## src/rtl/key_reset_pkg.sv

```systemverilog
// Shared constants for the pushbutton debounce / reset sequencer:
// reset-FSM state encodings, default parameter values and a counter-width helper.
package key_reset_pkg;

    localparam int N_KEYS_DEF          = 2;
    localparam int DEBOUNCE_CYCLES_DEF = 1000000;
    localparam int RST_HOLD_CYCLES_DEF = 65536;
    localparam int LONG_PRESS_DEF      = 100000000;

    typedef logic [1:0] rst_state_t;

    localparam rst_state_t ST_ASSERT = 2'd0;
    localparam rst_state_t ST_HOLD   = 2'd1;
    localparam rst_state_t ST_RUN    = 2'd2;

    // A terminal count of n-1 fits in $clog2(n) bits; keep at least one bit for n == 1.
    function automatic int cnt_width(input int n);
        return (n > 1) ? $clog2(n) : 1;
    endfunction

endpackage

```

## src/rtl/key_debounce.sv

```systemverilog
// One pushbutton: 2-flop synchronizer, stability-window debounce and
// one-cycle press/release pulses aligned with the debounced level edge.
module key_debounce
    import key_reset_pkg::*;
#(
    parameter int DEBOUNCE_CYCLES = DEBOUNCE_CYCLES_DEF
) (
    input  logic clk,
    input  logic rst,
    input  logic key_n,
    output logic key_level,
    output logic key_press,
    output logic key_release
);

    localparam int            CW     = cnt_width(DEBOUNCE_CYCLES);
    localparam logic [CW-1:0] CNT_TC = CW'(DEBOUNCE_CYCLES - 1);

    logic [1:0]    sync_q, sync_d;
    logic          stable_q, stable_d;
    logic          press_q, press_d;
    logic          rel_q, rel_d;
    logic [CW-1:0] cnt_q, cnt_d;
    logic          sample;

    always_comb begin
        sync_d   = {sync_q[0], key_n};
        sample   = ~sync_q[1];
        stable_d = stable_q;
        cnt_d    = cnt_q;
        press_d  = 1'b0;
        rel_d    = 1'b0;
        // Any sample that agrees with the stable state restarts the window.
        if (sample == stable_q) begin
            cnt_d = '0;
        end else if (cnt_q == CNT_TC) begin
            stable_d = sample;
            cnt_d    = '0;
            press_d  = sample;
            rel_d    = ~sample;
        end else begin
            cnt_d = cnt_q + 1'b1;
        end
    end

    always_ff @(posedge clk) begin
        if (rst) begin
            sync_q   <= 2'b11;
            stable_q <= 1'b0;
            cnt_q    <= '0;
            press_q  <= 1'b0;
            rel_q    <= 1'b0;
        end else begin
            sync_q   <= sync_d;
            stable_q <= stable_d;
            cnt_q    <= cnt_d;
            press_q  <= press_d;
            rel_q    <= rel_d;
        end
    end

    assign key_level   = stable_q;
    assign key_press   = press_q;
    assign key_release = rel_q;

endmodule

```

## src/rtl/key_reset_seq.sv

```systemverilog
// Debounced pushbuttons plus a KEY[0]-driven system reset sequencer (ASSERT/HOLD/RUN).
// Defining KEY_RESET_LONGPRESS_EN adds the key_long port and per-key long-press detection.
module key_reset_seq
    import key_reset_pkg::*;
#(
    parameter int N_KEYS            = N_KEYS_DEF,
    parameter int DEBOUNCE_CYCLES   = DEBOUNCE_CYCLES_DEF,
    parameter int RST_HOLD_CYCLES   = RST_HOLD_CYCLES_DEF,
    parameter int LONG_PRESS_CYCLES = LONG_PRESS_DEF
) (
    input  logic              clk,
    input  logic              rst,
    input  logic [N_KEYS-1:0] key_n,
    output logic [N_KEYS-1:0] key_level,
    output logic [N_KEYS-1:0] key_press,
    output logic [N_KEYS-1:0] key_release,
`ifdef KEY_RESET_LONGPRESS_EN
    output logic [N_KEYS-1:0] key_long,
`endif
    output logic              sys_rst_n
);

    localparam int            HW      = cnt_width(RST_HOLD_CYCLES);
    localparam logic [HW-1:0] HOLD_TC = HW'(RST_HOLD_CYCLES - 1);

    for (genvar k = 0; k < N_KEYS; k++) begin : g_key
        key_debounce #(
            .DEBOUNCE_CYCLES(DEBOUNCE_CYCLES)
        ) u_deb (
            .clk        (clk),
            .rst        (rst),
            .key_n      (key_n[k]),
            .key_level  (key_level[k]),
            .key_press  (key_press[k]),
            .key_release(key_release[k])
        );
    end

    rst_state_t    state_q, state_d;
    logic [HW-1:0] hold_q, hold_d;
    logic          sys_rst_n_q, sys_rst_n_d;

    always_comb begin
        state_d = state_q;
        hold_d  = hold_q;
        case (state_q)
            ST_ASSERT: begin
                hold_d = '0;
                if (!key_level[0]) state_d = ST_HOLD;
            end
            ST_HOLD: begin
                // A re-press during the hold forfeits all accumulated hold time.
                if (key_level[0]) begin
                    state_d = ST_ASSERT;
                    hold_d  = '0;
                end else if (hold_q == HOLD_TC) begin
                    state_d = ST_RUN;
                    hold_d  = '0;
                end else begin
                    hold_d = hold_q + 1'b1;
                end
            end
            ST_RUN: begin
                if (key_press[0]) state_d = ST_ASSERT;
            end
            default: begin
                state_d = ST_ASSERT;
                hold_d  = '0;
            end
        endcase
        sys_rst_n_d = (state_d == ST_RUN);
    end

    always_ff @(posedge clk) begin
        if (rst) begin
            state_q     <= ST_ASSERT;
            hold_q      <= '0;
            sys_rst_n_q <= 1'b0;
        end else begin
            state_q     <= state_d;
            hold_q      <= hold_d;
            sys_rst_n_q <= sys_rst_n_d;
        end
    end

    assign sys_rst_n = sys_rst_n_q;

`ifdef KEY_RESET_LONGPRESS_EN
    localparam int            LW    = cnt_width(LONG_PRESS_CYCLES);
    localparam logic [LW-1:0] LP_TC = LW'(LONG_PRESS_CYCLES - 1);

    for (genvar k = 0; k < N_KEYS; k++) begin : g_long
        logic [LW-1:0] lp_cnt_q, lp_cnt_d;
        logic          fired_q, fired_d;
        logic          long_q, long_d;

        always_comb begin
            lp_cnt_d = lp_cnt_q;
            fired_d  = fired_q;
            long_d   = 1'b0;
            if (!key_level[k]) begin
                lp_cnt_d = '0;
                fired_d  = 1'b0;
            end else if (!fired_q) begin
                if (lp_cnt_q == LP_TC) begin
                    long_d  = 1'b1;
                    fired_d = 1'b1;
                end else begin
                    lp_cnt_d = lp_cnt_q + 1'b1;
                end
            end
        end

        always_ff @(posedge clk) begin
            if (rst) begin
                lp_cnt_q <= '0;
                fired_q  <= 1'b0;
                long_q   <= 1'b0;
            end else begin
                lp_cnt_q <= lp_cnt_d;
                fired_q  <= fired_d;
                long_q   <= long_d;
            end
        end

        assign key_long[k] = long_q;
    end
`endif

endmodule

```

## config.mk

```make
export PLATFORM = sky130hd
export DESIGN_NAME = key_reset_seq
export DESIGN_NICKNAME = d
export VERILOG_FILES = /design/src/rtl/key_reset_pkg.sv /design/src/rtl/key_debounce.sv /design/src/rtl/key_reset_seq.sv
export SDC_FILE = /design/constraint.sdc
export NUM_CORES = 1
export LEC_CHECK = 0
export ABC_AREA = 1
export BUFFER_PORTS_ARGS = -buffer_cell sky130_fd_sc_hd__buf_2
export CORE_MARGIN = 2
export CORE_UTILIZATION = 46
export DETAILED_ROUTE_END_ITERATION = 10
export GPL_TIMING_DRIVEN = 0
export PLACE_DENSITY_LB_ADDON = 0.08
export SKIP_CTS_REPAIR_TIMING = 1
export SLEW_MARGIN = 30
export SYNTH_ARGS = -nofsm -noshare
export SYNTH_HDL_FRONTEND = slang
export SYNTH_SLANG_ARGS = --single-unit
```

## constraint.sdc

```tcl
create_clock -name clk -period 1.85 [get_ports clk]
set_input_delay 0.0925 -clock clk [delete_from_list [all_inputs] [get_ports clk]]
set_output_delay 0.0925 -clock clk [all_outputs]
set_load 0.01 [all_outputs]
```

Word level (Yosys, flattened, before mapping)
Cells that the tools add are included.
{"block": "classes", "addsub": 3, "eq_ne": 8, "n_mux": 8, "bitwise": 6, "n_reduce_logical": 7}
{"op": "adder 20 x 1 -> 20 bit, second input constant", "count": 2}
{"op": "== test 20 bit, second input constant", "count": 2}
{"op": "2-to-1 mux 16 bit", "count": 2}
{"op": "one-hot mux 16 bit (2 select lines)", "count": 1}
{"op": "adder 16 x 1 -> 16 bit, second input constant", "count": 1}
{"op": "== test 16 bit, second input constant", "count": 1}
{"op": "OR reduction 3 bit", "count": 4}
{"op": "2-to-1 mux 2 bit", "count": 4}
{"op": "NOT 1 bit", "count": 6}
{"op": "one-hot mux 2 bit (3 select lines)", "count": 1}
{"op": "== test 2 bit, second input constant", "count": 2}
{"op": "AND reduction 2 bit", "count": 2}
{"op": "== test 1 bit", "count": 2}
{"op": "== test 2 x 1 -> 1 bit, second input constant", "count": 1}
{"op": "zero test 2 bit", "count": 1}
{"block": "totals", "register_bits": 69, "in_bits": 4, "out_inout_bits": 7, "word_cells": 45}

Logic depth before layout (Yosys ltp)
Gate-level depths: netlist of the first run.
{"block": "depth", "ltp_word": 5, "mapped_depth": 9, "mapped_depth_nobuf": 9}

Cells and area by module
Synthesis of the first run repeated with hierarchy kept, for this count alone.
{"block": "hier_totals", "hier_cells": 479, "hier_area_um2": 3468.3}
{"mod": "key_debounce", "instances": 2, "cells_each": 165, "area_each_um2": 1214.9, "seq_area_each_um2": 500.5}
{"mod": "key_reset_seq", "instances": 1, "cells_each": 149, "area_each_um2": 1038.5, "seq_area_each_um2": 380.4}

Least setup slack after synthesis of the first run
No wires, ideal clock.
{"block": "synth_timing", "path_type": "register to register", "from": "register g_key[0].u_deb.cnt_q[0]", "to": "register g_key[0].u_deb.cnt_q[8]", "setup_time_ns": 0.119, "t_arrival_ns": 1.330, "required_ns": 1.731, "slack_ns": 0.401, "path_stages_with_launch": 10, "n_path_buf": 1, "synth_period_minus_slack_ns": 1.449, "path_cell_list": "dfxtp_1 > ha_1 > nand2_1 > nor2_2 > nand2_1 > nor2_1 > nand3_1 > nand2_1 > buf_4 > nor3_1"}
{"block": "synth_via", "elab_chain_len": 2, "word_cells_on_any_way": 3, "cone_classes": "add/sub (1); eq/ne (1); reduce/logical (1)"}
{"item": "start, declared", "line_no": "key_debounce.sv:23", "source": "logic [CW-1:0] cnt_q, cnt_d;"}
{"item": "start signal, assigned", "line_no": "key_debounce.sv:56", "source": "cnt_q <= cnt_d;"}
{"item": "parallel branches: the longest is 2 deep, another holds adder 20 x 1 -> 20 bit"}
Parallel ways; which one is timed is not known.
A chain may end at the register's enable or synchronous reset.

Worst setup path after layout of the first run
{"block": "layout_timing", "from": "register g_key[0].u_deb.cnt_q[0]", "to": "register g_key[0].u_deb.cnt_q[11]"}
Same word-level chain as after synthesis.

==> results of run 1 <==
[power by group through the flow]
| stage | clock network (W) | registers (W) | logic [W] |
|---|---|---|---|
| final | 0.00114 | 0.00150 | 0.0000496 |
| after global routing | 0.00124 | 0.00150 | 0.0000563 |
| after CTS | 0.00118 | 0.00150 | 0.0000477 |
| after detailed placement | 0 | 0.00153 | 0.0000474 |
| after global placement | 0 | 0.00153 | 0.0000469 |
| after floorplan | 0 | 0.00153 | 0.0000354 |
[per-layer routing]
layer | up-vias | routed length [um] | GRT usage [%]
li1 | 1499 | - | -
met5 | - | 0 | 0
met3 | 7 | 251 | 6.06
met2 | 31 | 3090 | 30.7
met4 | 0 | 61 | 5.79
met1 | 1211 | 2960 | 21.2
[cells in the final DEF (no fill, tap or decap), drive strengths merged]
master       instances
nor3                 7
o21bai               1
nand4               10
ha                   3
xor2                18
mux2i                1
xnor2               11
clkinv               1
nor2               111
inv                 39
clkbuf              14
a211oi               1
o21ai                6
buf                 20
nand3b               6
nand2              114
nor3b                1
or2                  9
and3                 1
dfxtp               69
dlygate4sd3          2
nand3               22
bufinv               1
a21oi               22
[critical path, stage by stage, from the launching register on]
cell and delay (ns):
dfxtp_1 0.40, ha_1 0.23, nand2_1 0.11, nor2_4 0.13, nand2_1 0.09, nor2_1 0.14, nand3_1 0.11, nand2_1 0.09
buf_4 0.18, nor2_1 0.07
[stage by stage]
step / setup slack, ns / hold WS (ns) / cells
finish: 0.179 / 0.149 / 586
global route: 0.00913 / 0.171 / 586
CTS: 0.119 / -0.0822 / 584
detailed placement: 0.132 / 0.282 / 569
global placement: 0.143 / 0.276 / 569
floorplan: 0.401 / 0.196 / 464
[kinds of logic after synthesis]
family | after synthesis | synth area share [%]
buf+inv | 51 | 7.18
flops | 69 | 42.0
simple gates | 281 | 37.0
fa+ha+maj | 3 | 1.14
mux | 1 | 0.304
compound gates | 30 | 4.71
xor+xnor | 29 | 7.72
[synthesized netlist by cell type]
cell,count,area (um2)
and3_1,1,6.26
o21ai_1,1,5.00
a21oi_1,22,110
or2_2,6,37.5
mux2i_1,1,10.0
nand4_1,10,62.6
nand3_1,20,100
xor2_1,18,158
nor3b_1,1,7.51
nand3_2,2,20.0
nand2_1,110,413
buf_4,10,75.1
buf_6,1,11.3
nor3_1,7,35.0
nor2_2,3,18.8
nand3b_1,6,45.0
nand2_2,4,25.0
nor2_1,105,394
nor2_4,3,33.8
or2_0,3,18.8
ha_1,3,37.5
xnor2_1,11,96.3
a211oi_1,1,7.51
clkbuf_1,1,3.75
o21ai_0,5,25.0
o21bai_1,1,7.51
inv_1,39,146
dfxtp_1,69,1380
[registers in the layout, indices dropped and copies added, names as in the netlist]
register / count
hold_q: 16
g_key.u_deb.key_press: 2
state_q: 2
g_key.u_deb.sync_q: 4
g_key.u_deb.key_level: 2
g_key.u_deb.cnt_q: 40
sys_rst_n: 1
g_key.u_deb.key_release: 2
[cell type report]
| type | count | area (um2) | area share [%] |
|---|---|---|---|
| sequential | 69 | 1380 | 37.8 |
| clock buffer | 13 | 139 | 3.80 |
| tap | 96 | 120 | 3.29 |
| inverter | 39 | 146 | 4.00 |
| buffer | 12 | 90.1 | 2.46 |
| timing repair buffer | 11 | 65.1 | 1.78 |
| multi-input combinational | 344 | 1680 | 45.9 |
| clock inverter | 2 | 35.0 | 0.958 |
[path summary, 6_finish.rpt]
kind	endpoint	startpoint	slack, ns	cells past startpoint
worst min-delay path	sys_rst_n$_SDFF_PP0_	rst	0.15	2
worst max register to register	g_key[0].u_deb.cnt_q[11]$_SDFF_PP0_	g_key[0].u_deb.cnt_q[0]$_SDFF_PP0_	0.18	9
worst max-delay path	g_key[0].u_deb.cnt_q[11]$_SDFF_PP0_	g_key[0].u_deb.cnt_q[0]$_SDFF_PP0_	0.18	9
worst min register to register	g_key[1].u_deb.sync_q[1]$_SDFF_PP1_	g_key[1].u_deb.sync_q[0]$_SDFF_PP1_	0.41	1
==> impl_metrics.json, run 1 <==
{
  "status": "finished, final reports clean",
  "maxCapViolCount": 0,
  "rsz0062_at_grt": "no",
  "yosysUniqueCellTypes": 28,
  "yosysSeqAreaShare_pct": 42.0,
  "max_freq_mhz": 598,
  "io_pins": 11,
  "initialDrtViolationCount": 89,
  "yosysWarnings": 0,
  "intPower_w": 0.00213,
  "vias": 2748,
  "slew_headroom_pct": 72.5,
  "synthCells": 464,
  "tightestPinTransition_ns": 0.413,
  "fp.coreArea_mm2": 0.00687,
  "grt_start_max_net_pins": 11,
  "hold_violations": 0,
  "ctsHtreeMaxLevel": 3,
  "required_ns": 2.08,
  "cp.arrival_ns": 1.90,
  "cts_inserted_buffers": 9,
  "wl_per_cell_um": 10.9,
  "die_y_um": 88.6,
  "initial_utilization_pct": 47.9,
  "drc_errors": 0,
  "clock_latency_ns": 0.34,
  "p_clk_share_pct": 42.3,
  "grt_pass1_wl_mm": 10.9,
  "swShare_pct": 20.7,
  "switching_power_w": 0.000557,
  "pwr-share-comb_pct": 1.8,
  "min_period_over_period_pct": 90.3,
  "placed_cell_area_mm2": 0.00346,
  "clock_path_buffers": 2,
  "die_w_um": 88.6,
  "dr.pass1.iters": 4,
  "dp_hpwl_mm": 4.77,
  "fin_total_pwr_w": 0.00269,
  "p_seq_share_pct": 55.8,
  "ir_worst_vdd_mv": 0.351,
  "wirelength_mm": 6.36,
  "power.density_mw_per_mm2": 735,
  "port_buffers": 9,
  "grt_overflow": 0,
  "path_max_fanout": 10,
  "vias_per_cell": 4.69,
  "postSynthAreaPerCell_um2": 7.09,
  "drive_gt1_share_pct": 10.0,
  "grt_use_total_pct": 17.9,
  "gp_congestion": 0.832,
  "antennaDiodeCount": 0,
  "root_buffer": "clkbuf_8",
  "setup_tns_ns": 0,
  "antenna_found_initial": 0,
  "nFillCells": 703,
  "nets": 493,
  "crit_type": "flip-flop to flip-flop",
  "cp-end-kind": "flip-flop",
  "ys_seq_elements": 69,
  "dieArea_mm2": 0.00785,
  "drtAntennaViolNets": 0,
  "start_kind": "flip-flop",
  "period_minus_slack_ns": 1.67,
  "area_growth_pct": 11.1,
  "design_area_mm2": 0.00366,
  "setup_viol": 0,
  "slew_viol_final": 0,
  "synth_area_mm2": 0.00329,
  "final_util_pct": 53.2,
  "synth_nets": 471,
  "p_leak_nw": 1.24,
  "tritoncts": "done",
  "fp-row-count": 30,
  "worst_clock_skew_ns": 0.00683,
  "path_clk_slew_ns": 0.07,
  "hp-class": "input port to flip-flop",
  "clock_sinks": 69,
  "grt_pass1_vias": 2556
}
(Power assumes the default switching activity.)
==> run 2: changes to the inputs <==
--- a/config.mk
+++ b/config.mk
@@ -5,7 +5,7 @@
 export SDC_FILE = /design/constraint.sdc
 export NUM_CORES = 1
 export LEC_CHECK = 0
-export ABC_AREA = 1
+export ABC_AREA = 0
 export BUFFER_PORTS_ARGS = -buffer_cell sky130_fd_sc_hd__buf_2
 export CORE_MARGIN = 2
 export CORE_UTILIZATION = 46
==> impl_metrics.json, run 2 <==
{
  "worst_clock_skew_ns": 0.00790,
  "grt_start_max_net_pins": 11,
  "clock_path_buffers": 2,
  "gp_congestion": 0.766,
  "layout_common_cells": "dfxtp_1, nor2_1, nand2_1",
  "multi_input_area_mm2": 0.00176,
  "synthCells": 360,
  "regMostFlops": "g_key.u_deb.cnt_q",
  "yosys.area.top_type": "dfxtp_1",
  "min_period_over_period_pct": 101,
  "root_buffer": "clkbuf_8",
  "path_max_fanout": 5,
  "path_clk_slew_ns": 0.07,
  "status": "finished with violations",
  "area_growth_pct": 23.9,
  "cts_inserted_buffers": 9,
  "yosysSeqAreaShare_pct": 43.6,
  "max_freq_mhz": 537,
  "vias": 2746,
  "vias_per_cell": 5.60,
  "dpl.cell_count": 450,
  "largest_register_ffs": 40,
  "path_cells": "nand3_2 -> or4b_4 -> o31ai_4 -> buf_6 -> clkbuf_16 -> nor2_1",
  "synthTopCellsByArea": "dfxtp_1, xnor2_1, nor2_1, nand3_1, or3_1",
  "reg_top3": "g_key.u_deb.cnt_q x40, hold_q x16, g_key.u_deb.sync_q x4",
  "critPathBufInv": 2,
  "antenna_found_initial": 0,
  "power.density_mw_per_mm2": 671,
  "hold_violations": 0,
  "synth_top_area_share_pct": 43.6,
  "wl_per_cell_um": 13.8,
  "wirelength_mm": 6.77,
  "setup_tns_ns": -0.0470,
  "final_common_cell": "dfxtp_1",
  "cp.arrival_ns": 2.09,
  "yosys-top-cells-count": "dfxtp_1, nor2_1, nand2_1",
  "tightestPinTransition_ns": 0.524,
  "die_w_um": 87.0,
  "period_minus_slack_ns": 1.86,
  "dp_hpwl_mm": 4.37,
  "clock_sinks": 69,
  "setup_viol": 6,
  "synth_edf_count": 0,
  "io_pins": 11,
  "initialDrtViolationCount": 92,
  "p_leak_nw": 1.24,
  "grt_overflow": 0,
  "grt_pass1_vias": 2343,
  "die_y_um": 87.0,
  "port_buffers": 10,
  "clock_latency_ns": 0.33,
  "async_reset_ff_share_pct": 0,
  "register_area_mm2": 0.00143,
  "ir_worst_vdd_mv": 0.348,
  "required_ns": 2.08,
  "yosysMostFrequentCell": "dfxtp_1",
  "crit_type": "flip-flop to flip-flop",
  "rsz0062_at_grt": "yes",
  "hp-class": "input port to flip-flop",
  "failed_checks": "negative setup slack",
  "drive_gt1_share_pct": 28.5,
  "tritoncts": "done",
  "slew_viol_final": 0,
  "max_stage_delay_ns": 0.59,
  "synth_nets": 367,
  "synth_flop_cell": "dfxtp_1",
  "cp_slowest_cell": "or4b_4",
  "nets": 414,
  "cp-end-kind": "flip-flop",
  "synth_area_mm2": 0.00317,
  "antennaDiodeCount": 0,
  "fp.coreArea_mm2": 0.00672,
  "fp-row-count": 30,
  "yosysWarnings": 0,
  "stdcell_count": 490,
  "drtAntennaViolNets": 0,
  "grt_use_total_pct": 18.0,
  "ys_seq_elements": 69,
  "grt_pass1_wl_mm": 10.8,
  "drc_errors": 0,
  "initial_utilization_pct": 47.1,
  "yosysUniqueCellTypes": 47,
  "dr.pass1.iters": 4,
  "timing.final.ws_setup_ns": -0.0132,
  "start_kind": "flip-flop",
  "nFillCells": 592,
  "ctsHtreeMaxLevel": 3,
  "maxCapViolCount": 0,
  "critical_path.top_delay_family": "simple AND/OR/NAND/NOR gates",
  "dieArea_mm2": 0.00756,
  "postSynthAreaPerCell_um2": 8.80,
  "slew_headroom_pct": 65.1
}
==> run 2: changes by cell type after synthesis, sizes merged, moves of 8 or more <==
| cell | change |
|---|---|
| clkbuf | +9 |
| inv | -29 |
| nand2 | -90 |
| nor2 | -72 |
| nor4 | +12 |
| o21ai | +9 |
| or3 | +15 |
| or4 | +8 |
| xnor2 | +9 |
| xor2 | -8 |
==> run 2: routing by layer <==
metal	vias to the layer above	track usage, %	part of all wire, %
met2	38	27.6	46
met5	-	0	0
met1	1290	24.3	51
li1	1409	-	-
met4	0	7.67	1.4
met3	9	4.08	2.2
==> run 2: cell type report <==
| cell class | count | area share, % |
|---|---|---|
| inverters | 10 | 0.956 |
| well taps | 80 | 2.55 |
| clock buffers | 12 | 3.95 |
| multi-input cells | 261 | 44.8 |
| plain buffers | 19 | 3.16 |
| flip-flops and latches | 69 | 36.3 |
| repair buffers | 37 | 8.00 |
| clock inverters | 2 | 0.255 |
==> run 2: worst paths after layout <==
kind | start | end | depth (start not counted) | slack (ns)
max | g_key[1].u_deb.cnt_q[17]$_SDFF_PP0_ | g_key[1].u_deb.cnt_q[11]$_SDFF_PP0_ | 6 | -0.01
min | rst | g_key[1].u_deb.cnt_q[17]$_SDFF_PP0_ | 4 | 0.15
max reg2reg | g_key[1].u_deb.cnt_q[17]$_SDFF_PP0_ | g_key[1].u_deb.cnt_q[11]$_SDFF_PP0_ | 6 | -0.01
min reg2reg | g_key[1].u_deb.sync_q[0]$_SDFF_PP1_ | g_key[1].u_deb.sync_q[1]$_SDFF_PP1_ | 1 | 0.42
==> run 2: metrics by stage <==
step | instance area (um2) | power (W) | utilization, % | hold WS (ns) | worst slack (ns)
2_1_floorplan | 3170 | 0.00157 | - | 0.196 | 0.0351
3_3_place_gp | 3320 | 0.00159 | 49.4 | 0.277 | -0.292
3_5_place_dp | 3320 | 0.00159 | 49.4 | 0.279 | -0.274
4_1_cts | 3480 | 0.00266 | 51.8 | -0.0718 | -0.277
5_1_grt | 3930 | 0.00274 | 58.4 | 0.158 | -0.0734
6_report | 3930 | 0.00263 | 58.4 | 0.148 | -0.0132
==> run 2: cell families after synthesis <==
| group | count (synthesis) | synth area share [%] |
|---|---|---|
| DFF | 69 | 43.6 |
| adders and majority gates | 3 | 1.19 |
| buffers and inverters | 30 | 4.50 |
| AOI/OAI and AO/OA | 63 | 13.9 |
| muxes | 1 | 0.316 |
| and+or+nand+nor | 164 | 28.2 |
| xor gates and xnor gates | 30 | 8.30 |
==> run 2: tightest hold or removal path, delay by kind of cell <==
family	cells	cell delay (ns)
and+or+nand+nor	1	0.09
AOI/OAI and AO/OA	2	0.14
buffers and inverters	1	0.13
==> run 2: report_power, final <==
group          switching, W  internal, W
combinational     0.0000419    0.0000373
sequential       0.00000821      0.00148
clock              0.000521     0.000541
total              0.000571      0.00206
==> run 3: changes to the inputs <==
--- a/config.mk
+++ b/config.mk
@@ -12,7 +12,9 @@
 export DETAILED_ROUTE_END_ITERATION = 10
 export GPL_TIMING_DRIVEN = 0
 export PLACE_DENSITY_LB_ADDON = 0.08
+export SETUP_SLACK_MARGIN = 0.02
 export SKIP_CTS_REPAIR_TIMING = 1
+export SKIP_LAST_GASP = 1
 export SLEW_MARGIN = 30
 export SYNTH_ARGS = -nofsm -noshare
 export SYNTH_HDL_FRONTEND = slang
==> impl_metrics.json, run 3 (synthesis results as in run 2) <==
{
  "clock_latency_ns": 0.33,
  "die_y_um": 87.0,
  "required_ns": 2.08,
  "slew_viol_final": 0,
  "clock_sinks": 69,
  "io_pins": 11,
  "dp_hpwl_mm": 4.37,
  "wirelength_mm": 6.84,
  "power.density_mw_per_mm2": 672,
  "largest_register_ffs": 40,
  "clock_path_buffers": 2,
  "tightestPinTransition_ns": 0.520,
  "setup_viol": 17,
  "p_clk_share_pct": 40.4,
  "critical_path.top_delay_family": "simple AND/OR/NAND/NOR gates",
  "worst_r2r_startpoint": "g_key[0].u_deb.cnt_q[1]$_SDFF_PP0_",
  "whs_path_depth": 4,
  "reg2reg_depth": 6,
  "pwr-share-comb_pct": 2.8,
  "p_seq_share_pct": 56.7,
  "path_clk_slew_ns": 0.07,
  "antenna_found_initial": 0,
  "switching_power_w": 0.000572,
  "initialDrtViolationCount": 87,
  "tritoncts": "done",
  "swShare_pct": 21.7,
  "rsz0062_at_grt": "yes",
  "initial_utilization_pct": 47.1,
  "port_buffers": 10,
  "start_kind": "flip-flop",
  "vias": 2743,
  "status": "finished with violations",
  "vias_per_cell": 5.56,
  "layout_common_cells": "dfxtp_1, nor2_1, buf_4",
  "grt_overflow": 0,
  "hold_violations": 0,
  "maxCapViolCount": 0,
  "drc_errors": 0,
  "r2r-end": "g_key[0].u_deb.cnt_q[9]$_SDFF_PP0_",
  "grt_pass1_wl_mm": 10.8,
  "dr.pass1.iters": 4,
  "ctsHtreeMaxLevel": 3,
  "fin_total_pwr_w": 0.00263,
  "crit_type": "flip-flop to flip-flop",
  "max_stage_delay_ns": 0.60,
  "max_freq_mhz": 526,
  "r2r_slack_ns": -0.05,
  "worst_clock_skew_ns": 0.00931,
  "intPower_w": 0.00206,
  "drive_gt1_share_pct": 29.3,
  "cts_inserted_buffers": 9,
  "slew_headroom_pct": 65.3,
  "gp_congestion": 0.766,
  "grt_pass1_vias": 2343,
  "path_cells": "ha_4 -> nand4_1 -> or4_4 -> o21ai_4 -> buf_6 -> nor2_1",
  "p_leak_nw": 1.24,
  "min_to": "g_key[1].u_deb.cnt_q[17]$_SDFF_PP0_",
  "fp.coreArea_mm2": 0.00672,
  "wl_per_cell_um": 13.9,
  "reg_top3": "g_key.u_deb.cnt_q x40, hold_q x16, g_key.u_deb.sync_q x4",
  "grt_start_max_net_pins": 11,
  "fp-row-count": 30,
  "hold_path.startpoint": "rst",
  "antennaDiodeCount": 0,
  "critPathBufInv": 1,
  "cp-end-kind": "flip-flop",
  "area_growth_pct": 23.7,
  "grt_use_total_pct": 18.0,
  "die_w_um": 87.0,
  "path_max_fanout": 8,
  "dieArea_mm2": 0.00756,
  "drtAntennaViolNets": 0,
  "timing.final.ws_setup_ns": -0.0525,
  "nets": 417,
  "failed_checks": "negative setup slack",
  "nFillCells": 598,
  "regMostFlops": "g_key.u_deb.cnt_q",
  "hp-class": "input port to flip-flop",
  "min_period_over_period_pct": 103,
  "final_common_cell": "dfxtp_1",
  "root_buffer": "clkbuf_8",
  "setup_tns_ns": -0.635,
  "ir_worst_vdd_mv": 0.349,
  "cp_slowest_cell": "or4_4",
  "cp.arrival_ns": 2.13,
  "period_minus_slack_ns": 1.90
}
run 3: layout make-up:
class | instances | area, um2 | share of cell area (%)
inverter | 10 | 37.5 | 0.958
clock buffer | 12 | 155 | 3.96
timing repair buffer | 40 | 303 | 7.73
buffer | 19 | 120 | 3.07
tap | 80 | 100 | 2.56
clock inverter | 2 | 10.0 | 0.256
multi-input combinational | 261 | 1770 | 45.1
sequential | 69 | 1430 | 36.4
run 3: per-layer routing:
metal  vias up  routed length [um]  GRT usage (%)
met5         -                   0              0
met4         0                  80           7.67
met3         7                 157           4.08
met2        35                3190           27.6
met1      1286                3420           24.3
li1       1415                   -              -
run 3: how the worst max path moves through the flow:
stage	cells past startpoint	slack [ns]	startpoint	to
after CTS	6	-0.28	g_key[0].u_deb.cnt_q[0]$_SDFF_PP0_	g_key[0].u_deb.cnt_q[2]$_SDFF_PP0_
after global placement	6	-0.29	g_key[0].u_deb.cnt_q[0]$_SDFF_PP0_	g_key[0].u_deb.cnt_q[14]$_SDFF_PP0_
final	6	-0.05	g_key[0].u_deb.cnt_q[1]$_SDFF_PP0_	g_key[0].u_deb.cnt_q[9]$_SDFF_PP0_
after detailed placement	6	-0.27	g_key[0].u_deb.cnt_q[0]$_SDFF_PP0_	g_key[0].u_deb.cnt_q[2]$_SDFF_PP0_
after floorplan	6	0.04	g_key[0].u_deb.cnt_q[0]$_SDFF_PP0_	g_key[0].u_deb.cnt_q[13]$_SDFF_PP0_
after global routing	6	-0.14	g_key[0].u_deb.cnt_q[1]$_SDFF_PP0_	g_key[0].u_deb.cnt_q[9]$_SDFF_PP0_
run 3: per-stage QoR:
stage	cells	util, %	hold WS, ns	area, um2	setup WS [ns]
after floorplan	360	-	0.196	3170	0.0351
after global placement	450	49.4	0.277	3320	-0.292
after detailed placement	450	49.4	0.279	3320	-0.274
after CTS	464	51.8	-0.0718	3480	-0.277
after global routing	493	58.3	0.158	3920	-0.137
final	493	58.3	0.143	3920	-0.0525
run 3: tightest hold or removal path, delay by kind of cell:
kind	cells	cell delay, ns
AND/OR/NAND/NOR	1	0.08
AO/OA/AOI/OAI	2	0.14
buffers and inverters	1	0.12
run 3: power by group through the flow:
stage / combinational [W] / clock [W] / sequential (W)
3_5_place_dp: 0.0000528 / 0 / 0.00154
5_1_grt: 0.0000825 / 0.00116 / 0.00149
3_3_place_gp: 0.0000524 / 0 / 0.00153
4_1_cts: 0.0000528 / 0.00110 / 0.00150
6_report: 0.0000747 / 0.00106 / 0.00149
2_1_floorplan: 0.0000358 / 0 / 0.00153
